File: config.mk
export PLATFORM = sky130hd
export DESIGN_NAME = coin_wallet
export DESIGN_NICKNAME = d
export VERILOG_FILES = /design/src/rtl/wallet_pkg.sv /design/src/rtl/bcd3_addsub.sv /design/src/rtl/coin_wallet.sv
export SDC_FILE = /design/constraint.sdc
export NUM_CORES = 1
export LEC_CHECK = 0
export BUFFER_PORTS_ARGS = -buffer_cell sky130_fd_sc_hd__clkbuf_2
export CELL_PAD_IN_SITES_DETAIL_PLACEMENT = 1
export CELL_PAD_IN_SITES_GLOBAL_PLACEMENT = 1
export CORE_MARGIN = 3
export CORE_UTILIZATION = 42
export DETAILED_ROUTE_END_ITERATION = 12
export PLACE_DENSITY = 0.87
export SETUP_SLACK_MARGIN = 0.4
export SLEW_MARGIN = 20
export SYNTH_ARGS = -nofsm -noshare
export SYNTH_HDL_FRONTEND = slang
export SYNTH_SLANG_ARGS = --single-unit
File: constraint.sdc
create_clock -name clk -period 7.1 [get_ports clk]
set_input_delay 0.355 -clock clk [delete_from_list [all_inputs] [get_ports clk]]
set_output_delay 0.355 -clock clk [all_outputs]
set_load 0.01 [all_outputs]
File: src/rtl/wallet_pkg.sv
// Shared types and constants for the coin wallet: FSM states, coin values, BCD ceiling.
package wallet_pkg;

  typedef enum logic [1:0] {
    ST_IDLE   = 2'd0,
    ST_TOPUP  = 2'd1,
    ST_BUSY   = 2'd2,
    ST_SETTLE = 2'd3
  } state_t;

  localparam logic [11:0] COIN_1  = 12'h001;
  localparam logic [11:0] COIN_5  = 12'h005;
  localparam logic [11:0] COIN_10 = 12'h010;
  localparam logic [11:0] COIN_50 = 12'h050;
  localparam logic [11:0] BCD_MAX = 12'h999;

  function automatic logic [11:0] coin_value(input logic [1:0] denom);
    case (denom)
      2'b00:   return COIN_1;
      2'b01:   return COIN_5;
      2'b10:   return COIN_10;
      default: return COIN_50;
    endcase
  endfunction

endpackage

File: src/rtl/bcd3_addsub.sv
// Combinational 3-digit BCD add/subtract with ripple carry/borrow between digits.
module bcd3_addsub (
  input  logic [11:0] i_a,
  input  logic [11:0] i_b,
  input  logic        i_sub,
  output logic [11:0] o_res,
  output logic        o_cout,
  output logic        o_bout
);

  logic [4:0] w_d;
  logic       w_c;

  always_comb begin
    w_d   = '0;
    w_c   = 1'b0;
    o_res = '0;
    for (int i = 0; i < 3; i++) begin
      if (!i_sub) begin
        w_d = {1'b0, i_a[i*4 +: 4]} + {1'b0, i_b[i*4 +: 4]} + {4'b0, w_c};
        w_c = (w_d > 5'd9);
        if (w_c) w_d = w_d - 5'd10;
      end else begin
        // a negative 5-bit difference wraps; adding 10 back yields the digit
        w_d = {1'b0, i_a[i*4 +: 4]} - {1'b0, i_b[i*4 +: 4]} - {4'b0, w_c};
        w_c = w_d[4];
        if (w_c) w_d = w_d + 5'd10;
      end
      o_res[i*4 +: 4] = w_d[3:0];
    end
  end

  assign o_cout = w_c & ~i_sub;
  assign o_bout = w_c &  i_sub;

endmodule

File: src/rtl/coin_wallet.sv
// Customer credit keeper: coin top-ups, balance lock during a wash, fee deduction on completion.
module coin_wallet
  import wallet_pkg::*;
#(
  parameter int unsigned TICKS_PER_SEC = 100_000_000,
  parameter int unsigned TIMEOUT_SEC   = 10
) (
  input  logic        clk,
  input  logic        rst,
  input  logic        on,
  input  logic        add_pos,
  input  logic [1:0]  denom,
  input  logic        confirm_pos,
  input  logic        cancel_pos,
  input  logic [11:0] income,
  input  logic        next,
  output logic [11:0] bal,
  output logic [11:0] pend,
  output logic        busy,
  output logic        sat,
  output logic        short
);

  localparam logic [30:0] TIMEOUT_CYC = 31'(TIMEOUT_SEC * TICKS_PER_SEC);

  state_t      r_state, w_state_nxt;
  logic [11:0] r_bal, r_pend, r_hold;
  logic [11:0] w_bal_nxt, w_pend_nxt, w_hold_nxt;
  logic [30:0] r_cnt, w_cnt_nxt;
  logic        r_next_d, r_busy, r_sat, r_short;
  logic        w_sat_nxt, w_short_nxt, w_busy_nxt;

  logic [11:0] w_coin, w_pc, w_bp_in, w_bp, w_room, w_set, w_topup_pend;
  logic        w_pc_c, w_pc_b, w_bp_c, w_bp_b, w_room_c, w_room_b, w_set_c, w_set_b;
  logic        w_topup_clip;
  logic        w_unused_flags;

  assign w_coin  = coin_value(denom);
  // a commit adds the standing pend; a coin adds the grown pend
  assign w_bp_in = (r_state == ST_TOPUP && confirm_pos) ? r_pend : w_pc;

  bcd3_addsub u_pc   (.i_a(r_pend),  .i_b(w_coin),  .i_sub(1'b0), .o_res(w_pc),   .o_cout(w_pc_c),   .o_bout(w_pc_b));
  bcd3_addsub u_bp   (.i_a(r_bal),   .i_b(w_bp_in), .i_sub(1'b0), .o_res(w_bp),   .o_cout(w_bp_c),   .o_bout(w_bp_b));
  bcd3_addsub u_room (.i_a(BCD_MAX), .i_b(r_bal),   .i_sub(1'b1), .o_res(w_room), .o_cout(w_room_c), .o_bout(w_room_b));
  bcd3_addsub u_set  (.i_a(r_bal),   .i_b(r_hold),  .i_sub(1'b1), .o_res(w_set),  .o_cout(w_set_c),  .o_bout(w_set_b));

  assign w_unused_flags = w_pc_b ^ w_bp_b ^ w_room_c ^ w_room_b ^ w_set_c;

  // clipping leaves exactly the room up to 999 in pend
  assign w_topup_clip = w_pc_c | w_bp_c;
  assign w_topup_pend = w_topup_clip ? w_room : w_pc;

  always_comb begin
    w_state_nxt = r_state;
    w_bal_nxt   = r_bal;
    w_pend_nxt  = r_pend;
    w_hold_nxt  = r_hold;
    w_cnt_nxt   = '0;
    w_sat_nxt   = 1'b0;
    w_short_nxt = 1'b0;
    case (r_state)
      ST_IDLE: begin
        if (on) begin
          w_state_nxt = ST_BUSY;
        end else if (add_pos) begin
          w_state_nxt = ST_TOPUP;
          w_pend_nxt  = w_topup_pend;
          w_sat_nxt   = w_topup_clip;
        end
      end
      ST_TOPUP: begin
        if (on) begin
          w_state_nxt = ST_BUSY;
          w_pend_nxt  = '0;
        end else if (confirm_pos) begin
          w_state_nxt = ST_IDLE;
          w_pend_nxt  = '0;
          w_bal_nxt   = w_bp_c ? BCD_MAX : w_bp;
          w_sat_nxt   = w_bp_c;
        end else if (cancel_pos) begin
          w_state_nxt = ST_IDLE;
          w_pend_nxt  = '0;
        end else if (add_pos) begin
          w_pend_nxt  = w_topup_pend;
          w_sat_nxt   = w_topup_clip;
        end else if (r_cnt == TIMEOUT_CYC - 31'd1) begin
          w_state_nxt = ST_IDLE;
          w_pend_nxt  = '0;
        end else begin
          w_cnt_nxt   = r_cnt + 31'd1;
        end
      end
      ST_BUSY: begin
        if (income != '0) w_hold_nxt = income;
        if (next && !r_next_d) begin
          w_state_nxt = ST_SETTLE;
        end else if (!on) begin
          w_state_nxt = ST_IDLE;
          w_hold_nxt  = '0;
        end
      end
      ST_SETTLE: begin
        w_bal_nxt   = w_set_b ? '0 : w_set;
        w_short_nxt = w_set_b;
        w_hold_nxt  = '0;
        w_state_nxt = ST_IDLE;
      end
      default: w_state_nxt = ST_IDLE;
    endcase
  end

  assign w_busy_nxt = (w_state_nxt == ST_BUSY) || (w_state_nxt == ST_SETTLE);

  always_ff @(posedge clk or negedge rst) begin
    if (!rst) begin
      r_state  <= ST_IDLE;
      r_bal    <= '0;
      r_pend   <= '0;
      r_hold   <= '0;
      r_cnt    <= '0;
      r_next_d <= 1'b0;
      r_busy   <= 1'b0;
      r_sat    <= 1'b0;
      r_short  <= 1'b0;
    end else begin
      r_state  <= w_state_nxt;
      r_bal    <= w_bal_nxt;
      r_pend   <= w_pend_nxt;
      r_hold   <= w_hold_nxt;
      r_cnt    <= w_cnt_nxt;
      r_next_d <= next;
      r_busy   <= w_busy_nxt;
      r_sat    <= w_sat_nxt;
      r_short  <= w_short_nxt;
    end
  end

  assign bal   = r_bal;
  assign pend  = r_pend;
  assign busy  = r_busy;
  assign sat   = r_sat;
  assign short = r_short;

endmodule

==> flow_metrics.env <==
export IMPL_status="complete, no violations"
export IMPL_synth_async_reset_ratio_pct=100
export IMPL_place_ws_ns=-0.406
export IMPL_drtIter0Drc=390
export IMPL_synth_edf_count=0
export IMPL_ys_seq_area_share_pct=31.6
export IMPL_grt_start_max_net_pins=74
export IMPL_clk_path_buf_depth=2
export IMPL_rsz0062_at_grt="true"
export IMPL_cp_data_arrival_time_ns=6.96
export IMPL_die_area_um2=15200
export IMPL_setup_violations=0
export IMPL_clock_root_buffer="clkbuf_16"
export IMPL_cts_clk_slew_worst_paths_ns=0.06
export IMPL_grt_pass1_vias=5651
export IMPL_routedWlPerCell_um=22.1
export IMPL_drtPass1Iterations=5
export IMPL_yosys_register_bits=73
export IMPL_cp_max_fo=5
export IMPL_max_freq_ghz=0.149
export IMPL_cp_start_kind="flop"
export IMPL_avgViaCountPerCell=6.03
export IMPL_layout_commonest_cell="dfrtp_1"
export IMPL_cts_tree="done"
export IMPL_finalHoldViolations=0
export IMPL_hold_ws_ns=0.125
export IMPL_final_nets=817
export IMPL_dp_hpwl_um=12500
export IMPL_clock_latency_ns=0.35
export IMPL_drc=0
export IMPL_clock_sinks=73
export IMPL_crit_path_end_kind="flop"
export IMPL_globalRouteTotalUtil_pct=23.6
export IMPL_n_fill_cell=1546
export IMPL_synth_top_flop_cell="dfrtp_1"
export IMPL_cts_buffers_inserted=9
export IMPL_overflow=0
export IMPL_setup_tns_ns=0
export IMPL_worst_path_largest_cell_delay_ns=0.60
export IMPL_gp_congestion=0.856
export IMPL_avgSynthCellArea_um2=8.87
export IMPL_drt_wl_total_um=20100
export IMPL_htreeDepth=3
export IMPL_io_buffers=47
export IMPL_syn_nets=741
export IMPL_core_um2=13300
export IMPL_cp_slowest_cell="fa_2"
export IMPL_routed_via_count=5475
export IMPL_antenna_found_initial=0
export IMPL_critPathRequiredTime_ns=7.36
export IMPL_start_util_pct=43.2
export IMPL_grt_pass1_wl_um=28500
export IMPL_critPathKind="flop to flop"
export IMPL_timing_critical_path_mode_cell="fa_2"
export IMPL_tightest_slew_ns=1.03
export IMPL_period_needed_ns=6.69
export IMPL_placed_area_um2=6260
export IMPL_die_h_um=123
export IMPL_setup_ws_ns=0.406
export IMPL_yosys_warnings=0
export IMPL_max_slew_margin_pct=30.7
export IMPL_ys_types=59
export IMPL_diodes=0
export IMPL_netlist_area_um2=5770
export IMPL_slew_violations=0
export IMPL_die_w_um=123
export IMPL_hp_class="primary input to flop"
export IMPL_finalInstanceArea_um2=7170
export IMPL_period_share_pct=94.3
export IMPL_synthesis_instances=651
export IMPL_ant_nets=0
export IMPL_layout_common_cells="dfrtp_1 (72), nor2_1 (57), nand2_1 (56), inv_1 (48), clkbuf_2 (46)"
export IMPL_skew_ns=0.0109
export IMPL_io_pins=48
export IMPL_cap_violations=0
export IMPL_ctsHoldBuffers=0
export IMPL_drive_gt1_share_pct=23.9
export IMPL_syn2layout_area_growth_pct=24.3
export IMPL_row_count=42
worst max-delay path: cells and delay by family, from the launching register on:
family / cells / cell delay (ns)
adders and majority gates: 8 / 2.39
AOI/OAI and AO/OA: 9 / 2.10
buffers and inverters: 5 / 0.59
xor gates and xnor gates: 3 / 0.50
DFF: 1 / 0.41
and+or+nand+nor: 3 / 0.32
muxes: 1 / 0.27
sequential cells by signal, indices dropped and copies added (netlist names):
register,cells
short,1
r_state,2
sat,1
r_next_d,1
r_hold,12
r_cnt,31
bal,12
busy,1
pend,12
final timing paths:
kind	from	to	cells past startpoint	slack, ns
max	pend[0]$_DFFE_PN0P_	pend[11]$_DFFE_PN0P_	29	0.41
min	next	r_next_d$_DFF_PN0_	1	0.12
max reg2reg	pend[0]$_DFFE_PN0P_	pend[11]$_DFFE_PN0P_	29	0.41
min reg2reg	r_hold[1]$_DFFE_PN0P_	r_hold[1]$_DFFE_PN0P_	1	0.50
max in group asynchronous	rst	pend[2]$_DFFE_PN0P_	1	6.29
min in group asynchronous	rst	r_cnt[15]$_DFF_PN0_	1	0.15
area by class of cell:
cell class | count | area [µm²] | area share, %
clock buffer | 11 | 233 | 3.24
clock inverter | 5 | 56.3 | 0.785
inverter | 52 | 198 | 2.76
multi-input combinational | 502 | 4080 | 56.9
sequential | 73 | 1830 | 25.5
tap | 176 | 220 | 3.07
timing repair buffer | 89 | 561 | 7.81
metal layers:
layer | track usage, % | share of wire [%] | wire length (µm)
met4 | 8.03 | 4.1 | 818
met3 | 3.71 | 5.4 | 1090
met2 | 40.1 | 50 | 9940
met1 | 30.5 | 41 | 8200
met5 | 0 | 0 | 0
kinds of logic (layout without fill, tap and decap cells):
logic type               count (synthesis)  count (layout)  share of synthesized area, %
AND/OR/NAND/NOR                        215             215                          17.9
buffers and inverters                   77             157                          5.33
adder cells (fa/ha/maj)                 69              69                          16.4
XOR/XNOR                                58              58                          8.80
flip-flops                              73              73                          31.6
multiplexers                            18              18                          3.25
AO/OA/AOI/OAI                          141             142                          16.6
cell usage after synthesis, types with 7 or more instances:
cell	n	area share, %
a21o_1	8	1.0
a21oi_1	34	2.9
a22o_1	17	2.6
a31oi_1	7	0.76
and2_1	7	0.76
and3_1	7	0.76
clkbuf_1	19	1.2
dfrtp_1	73	32
fa_1	11	3.8
ha_1	58	13
inv_1	52	3.4
mux2i_1	12	2.1
nand2_1	58	3.8
nand3_1	20	1.7
nand4_1	8	0.87
nor2_1	59	3.8
nor2b_1	9	0.98
nor3_1	13	1.1
o21ai_0	30	2.6
or3_1	7	0.76
xnor2_1	37	5.6
xor2_1	21	3.2
through the flow:
stage          std cells  utilization (%)
2_1_floorplan        651                -
3_3_place_gp         867             46.9
3_5_place_dp         867             46.9
4_1_cts              892             50.4
5_1_grt              908             53.7
6_report             908             53.7
repair_timing:
item | 4_1_cts | 5_1_grt
setup buffers | 8 | 16
gates cloned | 1 | 0
gates resized for setup | 28 | 58
endpoints found under the setup margin | 24 | 25
pin swaps | 12 | 36
Power is left out: the tool's default activity adds up to more than one toggle a clock period on the data nets, which glitch-free logic cannot reach.
